File: config.mk
export PLATFORM = sky130hd
export DESIGN_NAME = icache_assoc_flat
export DESIGN_NICKNAME = d
export VERILOG_FILES = /design/src/rtl/icache_pkg.sv /design/src/rtl/icache_assoc_if.sv /design/src/rtl/icache_way.sv /design/src/rtl/icache_assoc.sv /design/src/flat_wrapper.sv
export SDC_FILE = /design/constraint.sdc
export NUM_CORES = 2
export LEC_CHECK = 0
export ABC_AREA = 1
export BUFFER_PORTS_ARGS = -buffer_cell sky130_fd_sc_hd__buf_2
export CORE_MARGIN = 2
export CORE_UTILIZATION = 46
export DETAILED_ROUTE_END_ITERATION = 8
export MAX_ROUTING_LAYER = met4
export SYNTH_ARGS = -nofsm -noshare
export SYNTH_HDL_FRONTEND = slang
export SYNTH_SLANG_ARGS = --single-unit
File: constraint.sdc
create_clock -name clock -period 3.7 [get_ports clock]
set_input_delay 0.185 -clock clock [delete_from_list [all_inputs] [get_ports clock]]
set_output_delay 0.185 -clock clock [all_outputs]
set_load 0.005 [all_outputs]
File: src/rtl/icache_pkg.sv
// Shared types and address-split helpers for the set-associative instruction cache.
package icache_pkg;

  typedef enum logic [1:0] {S_IDLE, S_REQ, S_WAIT} state_e;

  function automatic int off_w(input int line_words);
    return $clog2(line_words);
  endfunction

  function automatic int idx_w(input int sets);
    return $clog2(sets);
  endfunction

  function automatic int tag_w(input int line_words, input int sets);
    return 30 - off_w(line_words) - idx_w(sets);
  endfunction

  // A single-way cache still needs a 1-bit way/pointer field.
  function automatic int way_w(input int ways);
    return (ways > 1) ? $clog2(ways) : 1;
  endfunction

  function automatic bit is_pow2(input int v);
    return (v > 0) && ((v & (v - 1)) == 0);
  endfunction

endpackage

File: src/rtl/icache_assoc_if.sv
// Fetch-side and memory-side signals of the instruction cache.
interface icache_assoc_if;
  logic        req_valid;
  logic [29:0] req_addr;
  logic        flush;
  logic        is_hit;
  logic [31:0] rdata;
  logic        busy;
  logic        mem_req_valid;
  logic [29:0] mem_req_addr;
  logic        mem_req_ready;
  logic        mem_resp_valid;
  logic [31:0] mem_resp_data;

  modport slave (
    input  req_valid, req_addr, flush, mem_req_ready, mem_resp_valid, mem_resp_data,
    output is_hit, rdata, busy, mem_req_valid, mem_req_addr
  );

  modport master (
    output req_valid, req_addr, flush, mem_req_ready, mem_resp_valid, mem_resp_data,
    input  is_hit, rdata, busy, mem_req_valid, mem_req_addr
  );
endinterface

File: src/rtl/icache_way.sv
// One cache way: valid bits, tag and data arrays, and the lookup compare.
module icache_way
  import icache_pkg::*;
#(
  parameter  int SETS       = 8,
  parameter  int LINE_WORDS = 4,
  localparam int OFF_W      = off_w(LINE_WORDS),
  localparam int IDX_W      = idx_w(SETS),
  localparam int TAG_W      = tag_w(LINE_WORDS, SETS)
) (
  input  logic             clock,
  input  logic             reset,
  input  logic [IDX_W-1:0] lk_idx,
  input  logic [TAG_W-1:0] lk_tag,
  input  logic [OFF_W-1:0] lk_off,
  output logic             lk_valid,
  output logic             lk_hit,
  output logic [31:0]      lk_word,
  input  logic [IDX_W-1:0] wr_idx,
  input  logic [OFF_W-1:0] wr_off,
  input  logic [TAG_W-1:0] wr_tag,
  input  logic [31:0]      wr_data,
  input  logic             data_we,
  input  logic             tag_we,
  input  logic             inv_we,
  input  logic             flush_all
);

  logic [SETS-1:0]  valid;
  logic [TAG_W-1:0] tags [SETS];
  logic [31:0]      data [SETS][LINE_WORDS];

  // flush_all outranks a same-edge line completion so a flushed refill ends invalid.
  always_ff @(posedge clock or posedge reset) begin
    if (reset)          valid <= '0;
    else if (flush_all) valid <= '0;
    else if (tag_we)    valid[wr_idx] <= 1'b1;
    else if (inv_we)    valid[wr_idx] <= 1'b0;
  end

  always_ff @(posedge clock) begin
    if (tag_we)  tags[wr_idx] <= wr_tag;
    if (data_we) data[wr_idx][wr_off] <= wr_data;
  end

  assign lk_valid = valid[lk_idx];
  assign lk_hit   = lk_valid && (tags[lk_idx] == lk_tag);
  assign lk_word  = data[lk_idx][lk_off];

endmodule

File: src/rtl/icache_assoc.sv
// Blocking set-associative instruction cache: combinational hit, word-at-a-time
// line refill with round-robin replacement, and deferred flush during refill.
module icache_assoc
  import icache_pkg::*;
#(
  parameter int WAYS       = 2,
  parameter int SETS       = 8,
  parameter int LINE_WORDS = 4
) (
  input  logic           clock,
  input  logic           reset,
  icache_assoc_if.slave  bus
);

  localparam int OFF_W = off_w(LINE_WORDS);
  localparam int IDX_W = idx_w(SETS);
  localparam int TAG_W = tag_w(LINE_WORDS, SETS);
  localparam int WAY_W = way_w(WAYS);

  if (!is_pow2(WAYS) || !is_pow2(SETS) || SETS < 2 ||
      !is_pow2(LINE_WORDS) || LINE_WORDS < 2) begin : g_bad_param
    $fatal(1, "icache_assoc: WAYS, SETS, LINE_WORDS must be powers of two; SETS, LINE_WORDS >= 2");
  end

  state_e state, state_nx;

  logic [TAG_W-1:0] req_tag, lat_tag;
  logic [IDX_W-1:0] req_idx, lat_idx, wr_idx;
  logic [OFF_W-1:0] req_off, word_cnt;
  logic [WAY_W-1:0] victim, victim_nx;
  logic             flush_pend;
  logic [SETS-1:0][WAY_W-1:0] rr_ptr;

  logic [WAYS-1:0]        way_hit, way_valid, data_we, tag_we, inv_we;
  logic [WAYS-1:0][31:0]  way_word;

  logic idle, lookup, any_hit, miss_start, resp_take, last_word, fill_done, flush_now;

  assign {req_tag, req_idx, req_off} = bus.req_addr;

  assign idle       = (state == S_IDLE);
  assign lookup     = idle && bus.req_valid && !bus.flush;
  assign any_hit    = |way_hit;
  assign miss_start = lookup && !any_hit;
  assign resp_take  = (state == S_WAIT) && bus.mem_resp_valid;
  assign last_word  = (word_cnt == OFF_W'(LINE_WORDS - 1));
  assign fill_done  = resp_take && last_word;
  assign flush_now  = (idle && bus.flush) || (fill_done && (flush_pend || bus.flush));
  assign wr_idx     = idle ? req_idx : lat_idx;

  // Lowest invalid way wins; otherwise fall back to the set's round-robin pointer.
  always_comb begin
    victim_nx = rr_ptr[req_idx];
    for (int w = WAYS - 1; w >= 0; w--)
      if (!way_valid[w]) victim_nx = WAY_W'(w);
  end

  always_comb begin
    data_we = '0;
    tag_we  = '0;
    inv_we  = '0;
    for (int w = 0; w < WAYS; w++) begin
      data_we[w] = resp_take  && (victim    == WAY_W'(w));
      tag_we[w]  = fill_done  && (victim    == WAY_W'(w));
      inv_we[w]  = miss_start && (victim_nx == WAY_W'(w));
    end
  end

  for (genvar w = 0; w < WAYS; w++) begin : g_way
    icache_way #(.SETS(SETS), .LINE_WORDS(LINE_WORDS)) u_way (
      .clock     (clock),
      .reset     (reset),
      .lk_idx    (req_idx),
      .lk_tag    (req_tag),
      .lk_off    (req_off),
      .lk_valid  (way_valid[w]),
      .lk_hit    (way_hit[w]),
      .lk_word   (way_word[w]),
      .wr_idx    (wr_idx),
      .wr_off    (word_cnt),
      .wr_tag    (lat_tag),
      .wr_data   (bus.mem_resp_data),
      .data_we   (data_we[w]),
      .tag_we    (tag_we[w]),
      .inv_we    (inv_we[w]),
      .flush_all (flush_now)
    );
  end

  always_ff @(posedge clock or posedge reset) begin
    if (reset) begin
      lat_tag    <= '0;
      lat_idx    <= '0;
      victim     <= '0;
      word_cnt   <= '0;
      flush_pend <= 1'b0;
      rr_ptr     <= '0;
    end else begin
      if (miss_start) begin
        lat_tag  <= req_tag;
        lat_idx  <= req_idx;
        victim   <= victim_nx;
        word_cnt <= '0;
      end else if (resp_take) begin
        word_cnt <= last_word ? '0 : word_cnt + 1'b1;
      end

      if (flush_now)              flush_pend <= 1'b0;
      else if (!idle && bus.flush) flush_pend <= 1'b1;

      if (flush_now)
        rr_ptr <= '0;
      else if (fill_done)
        rr_ptr[lat_idx] <= (rr_ptr[lat_idx] == WAY_W'(WAYS - 1)) ? '0 : rr_ptr[lat_idx] + 1'b1;
    end
  end

  always_ff @(posedge clock or posedge reset) begin
    if (reset) state <= S_IDLE;
    else       state <= state_nx;
  end

  always_comb begin
    state_nx = state;
    unique case (state)
      S_IDLE:  if (miss_start)         state_nx = S_REQ;
      S_REQ:   if (bus.mem_req_ready)  state_nx = S_WAIT;
      S_WAIT:  if (bus.mem_resp_valid) state_nx = last_word ? S_IDLE : S_REQ;
      default:                         state_nx = S_IDLE;
    endcase
  end

  always_comb begin
    bus.busy          = !idle;
    bus.mem_req_valid = (state == S_REQ);
    bus.mem_req_addr  = (state == S_REQ) ? {lat_tag, lat_idx, word_cnt} : '0;
    bus.is_hit        = lookup && any_hit;
    bus.rdata         = '0;
    for (int w = 0; w < WAYS; w++)
      if (lookup && way_hit[w]) bus.rdata |= way_word[w];
  end

endmodule

File: src/flat_wrapper.sv
// flat-port wrapper written by rule: the top's interface ports become plain ports
module icache_assoc_flat import icache_pkg::*;
#(
  parameter int WAYS       = 2,
  parameter int SETS       = 8,
  parameter int LINE_WORDS = 4
)
  (clock, reset, bus_req_valid, bus_req_addr, bus_flush, bus_mem_req_ready, bus_mem_resp_valid, bus_mem_resp_data, bus_is_hit, bus_rdata, bus_busy, bus_mem_req_valid, bus_mem_req_addr);
  icache_assoc_if bus_i ();
  input  logic clock;
  input  logic reset;
  input wire logic [$bits(bus_i.req_valid)-1:0] bus_req_valid;
  input wire logic [$bits(bus_i.req_addr)-1:0] bus_req_addr;
  input wire logic [$bits(bus_i.flush)-1:0] bus_flush;
  input wire logic [$bits(bus_i.mem_req_ready)-1:0] bus_mem_req_ready;
  input wire logic [$bits(bus_i.mem_resp_valid)-1:0] bus_mem_resp_valid;
  input wire logic [$bits(bus_i.mem_resp_data)-1:0] bus_mem_resp_data;
  output wire logic [$bits(bus_i.is_hit)-1:0] bus_is_hit;
  output wire logic [$bits(bus_i.rdata)-1:0] bus_rdata;
  output wire logic [$bits(bus_i.busy)-1:0] bus_busy;
  output wire logic [$bits(bus_i.mem_req_valid)-1:0] bus_mem_req_valid;
  output wire logic [$bits(bus_i.mem_req_addr)-1:0] bus_mem_req_addr;
  assign bus_i.req_valid = bus_req_valid;
  assign bus_i.req_addr = bus_req_addr;
  assign bus_i.flush = bus_flush;
  assign bus_i.mem_req_ready = bus_mem_req_ready;
  assign bus_i.mem_resp_valid = bus_mem_resp_valid;
  assign bus_i.mem_resp_data = bus_mem_resp_data;
  assign bus_is_hit = bus_i.is_hit;
  assign bus_rdata = bus_i.rdata;
  assign bus_busy = bus_i.busy;
  assign bus_mem_req_valid = bus_i.mem_req_valid;
  assign bus_mem_req_addr = bus_i.mem_req_addr;
  icache_assoc #(.WAYS(WAYS), .SETS(SETS), .LINE_WORDS(LINE_WORDS)) u_core (.clock(clock), .reset(reset), .bus(bus_i));
endmodule
==> run metrics <==
status finished clean; Vias 66600; Critical Path Fanout Max 10; HP Class input pin to register; worst slack, placed 0.140 ns; headroom to the max-slew limit 0.170; worst path arrival time 3.36 ns; fmax 0.282 GHz; vias in the first global route 63200; Synth Area per Inst 12.7 um2; H-tree Lvls 5; Clock Tree Root clkbuf_16; I/O pin count 133; GP Congestion 0.851; worst slew pin tran 1.24 ns; HPWL after DPL 158 mm; most common cell after layout, fill and taps aside edfxtp_1; flops & latches, synth 2506; Final period util 0.959; Synth Warn # 0; Max Cap Viol 0; Initial DRT Pass Iterations 6; commonest non-fill, non-tap cells in the layout edfxtp_1, nand2_1, nor2_1; clock latency on the worst-skew pair 0.94 ns; GRT met3 Usage 0.0375; ys flop type edfxtp_1; synth unique cells 42; Layout Nets 8207; Hold Vio Cnt, Final 0; post-synthesis sequential area ratio 0.744; DR iter-0 viols 8284; Cells after Synth 7928; buffers added on ports 132; initial core utilization 0.464; Antenna Nets Post-Route 0; CTS sink cnt 2506; Die Height 472 um; Num CTS Buffers 278; post-DR wirelength/cell 26.1 um; fin crit period 3.55 ns; CP required 3.51 ns; GRT busiest layer met2; Power Dens Cells 553 nW/um2; FP Rows 171; GR Util met1 0.357; layout cells sized above 1 0.109; number of flops mapped to enable cells by yosys 2448; GRT overflow 0; syn nets 8000; GRT Util Overall 0.264; Max Slew Vio Count 0; clock tree from TritonCTS yes; Max clock buf depth 4; synthesis-to-layout area growth 14.5%; final setup vio count 0; Residual DRC 0; global-route wire length before repair 427 mm; async set-reset flop share out of synthesis 0.0231; Worst-path clk slew 0.06 ns; Setup WS post-layout 0.150 ns; leak pwr 39.3 nW; largest net degree at the start of global routing 126; Max rail drop VDD 0.529 mV; routed wire length 292 mm; post-synthesis cell area 101000 um2; DIE AREA 223000 um2; Post-Route Skew 0.0662 ns; Core ar. 217000 um2; die width 472 um; dpl cell area 107000 um2; met2 usage 0.414; Post-Layout Inst Area 115000 um2; Startpoint Class register; vias per cell 5.95; Crit. End Element output pin; initial antenna violation count 20; critical path class register to output pin
==> flip-flops by register name, indices dropped and copies added, names as in the netlist <==
name / count
u_core.word_cnt: 2
u_core.g_way.u_way.data: 2048
u_core.victim: 1
u_core.lat_idx: 3
u_core.g_way.u_way.valid: 16
u_core.flush_pend: 1
u_core.lat_tag: 25
u_core.state: 2
u_core.g_way.u_way.tags: 400
u_core.rr_ptr: 8
==> worst max-delay path, cell delays in order, from the launching register on <==
cell and delay [ns]:
edfxtp_1 0.38, inv_1 0.06, nand2_1 0.04, nand3_1 0.09, nand2_1 0.06, nand2_1 0.07
nand2_1 0.07, nand2_2 0.09, nand2_1 0.06, nor2_1 0.11, nand2_1 0.10, nor2_4 0.16
nand2_1 0.11, nor2_4 0.21, nand2_8 0.13, clkinv_8 0.12, buf_16 0.18, nand2_1 0.15
o21ai_2 0.11, buf_2 0.14
==> through the flow <==
stage	cells	TNS, ns	total power [W]	hold slack [ns]	util
after global routing	11200	-0.0149	0.0657	0.0577	0.531
after CTS	11200	0	0.0640	0.000435	0.530
after global placement	10700	0	0.0387	0.322	0.490
after floorplan	7928	0	0.0359	0.284	-
after detailed placement	10700	0	0.0388	0.322	0.490
final	11200	0	0.0638	0.0432	0.531
==> where the power goes <==
group | total (W) | internal (W) | switching, W
clock network | 0.0254 | 0.0148 | 0.0107
registers | 0.0329 | 0.0321 | 0.000791
logic | 0.00540 | 0.00149 | 0.00392
total | 0.0638 | 0.0484 | 0.0154
==> layer usage <==
layer / part of all wire / up-vias
li1: - / 29500
met2: 0.48 / 2936
met3: 0.075 / 569
met4: 0.032 / 0
met1: 0.41 / 33500
met5: 0 / -
==> cell type report <==
class / instances / area, um2
repair buffers: 475 / 4620
clock inverters: 105 / 731
fillers: 18100 / 102000
well taps: 2854 / 3570
diodes: 15 / 37.5
clock buffers: 356 / 7430
flip-flops and latches: 2506 / 75000
multi-input cells: 4597 / 23000
inverters: 277 / 1090
==> final timing paths <==
kind	startpoint	end	slack, ns	cells after the start
max	u_core.g_way[0].u_way.tags[3][13]$_DFFE_PP_	bus_rdata[21]	0.15	19
min	bus_mem_resp_data[12]	u_core.g_way[1].u_way.data[4][76]$_DFFE_PP_	0.04	1
max reg2reg	u_core.lat_idx[2]$_DFFE_PP0P_	u_core.g_way[1].u_way.tags[0][14]$_DFFE_PP_	0.41	7
min reg2reg	u_core.victim$_DFFE_PP0P_	u_core.victim$_DFFE_PP0P_	0.53	2
max in group asynchronous	reset	u_core.lat_tag[2]$_DFFE_PP0P_	2.36	5
min in group asynchronous	reset	u_core.lat_tag[24]$_DFFE_PP0P_	0.51	4
==> logic make-up after synthesis <==
family	Yosys count	synth area share
simple gates	2674	0.105
buf+inv	825	0.0358
compound gates	1917	0.115
fa+ha+maj	4	0.000497
xor+xnor	2	0.000174
flops	2506	0.744
==> cell usage after synthesis (all sizes together), types with 4 or more instances <==
| cell type | n | area [um2] |
|---|---|---|
| o311ai | 71 | 622 |
| edfxtp | 2448 | 73500 |
| nand2 | 1356 | 5100 |
| o211ai | 73 | 548 |
| nand3 | 316 | 1590 |
| a22oi | 63 | 473 |
| dfrtp | 58 | 1450 |
| a21oi | 583 | 2920 |
| a211oi | 5 | 37.5 |
| o21ai | 732 | 3660 |
| clkbuf | 252 | 946 |
| nor3 | 48 | 240 |
| a31oi | 8 | 50.1 |
| o31ai | 24 | 180 |
| nor2 | 915 | 3440 |
| a32oi | 5 | 43.8 |
| or2 | 33 | 206 |
| buf | 296 | 1620 |
| ha | 4 | 50.1 |
| a221oi | 71 | 622 |
| o22ai | 42 | 263 |
| a221o | 17 | 170 |
| o221ai | 222 | 1940 |
| inv | 274 | 1030 |
| nor4 | 4 | 25.0 |
==> repair_timing <==
action / CTS / global route
endpoints found under the hold margin: 361 / 0
gates cloned: 0 / 1
gates resized for setup: 12 / 28
setup buffers: 0 / 1
endpoints found under the setup margin: 32 / 29
hold buffers: 40 / 0
pin swaps: 0 / 4
Note: power is estimated with default switching activity, not from simulation.
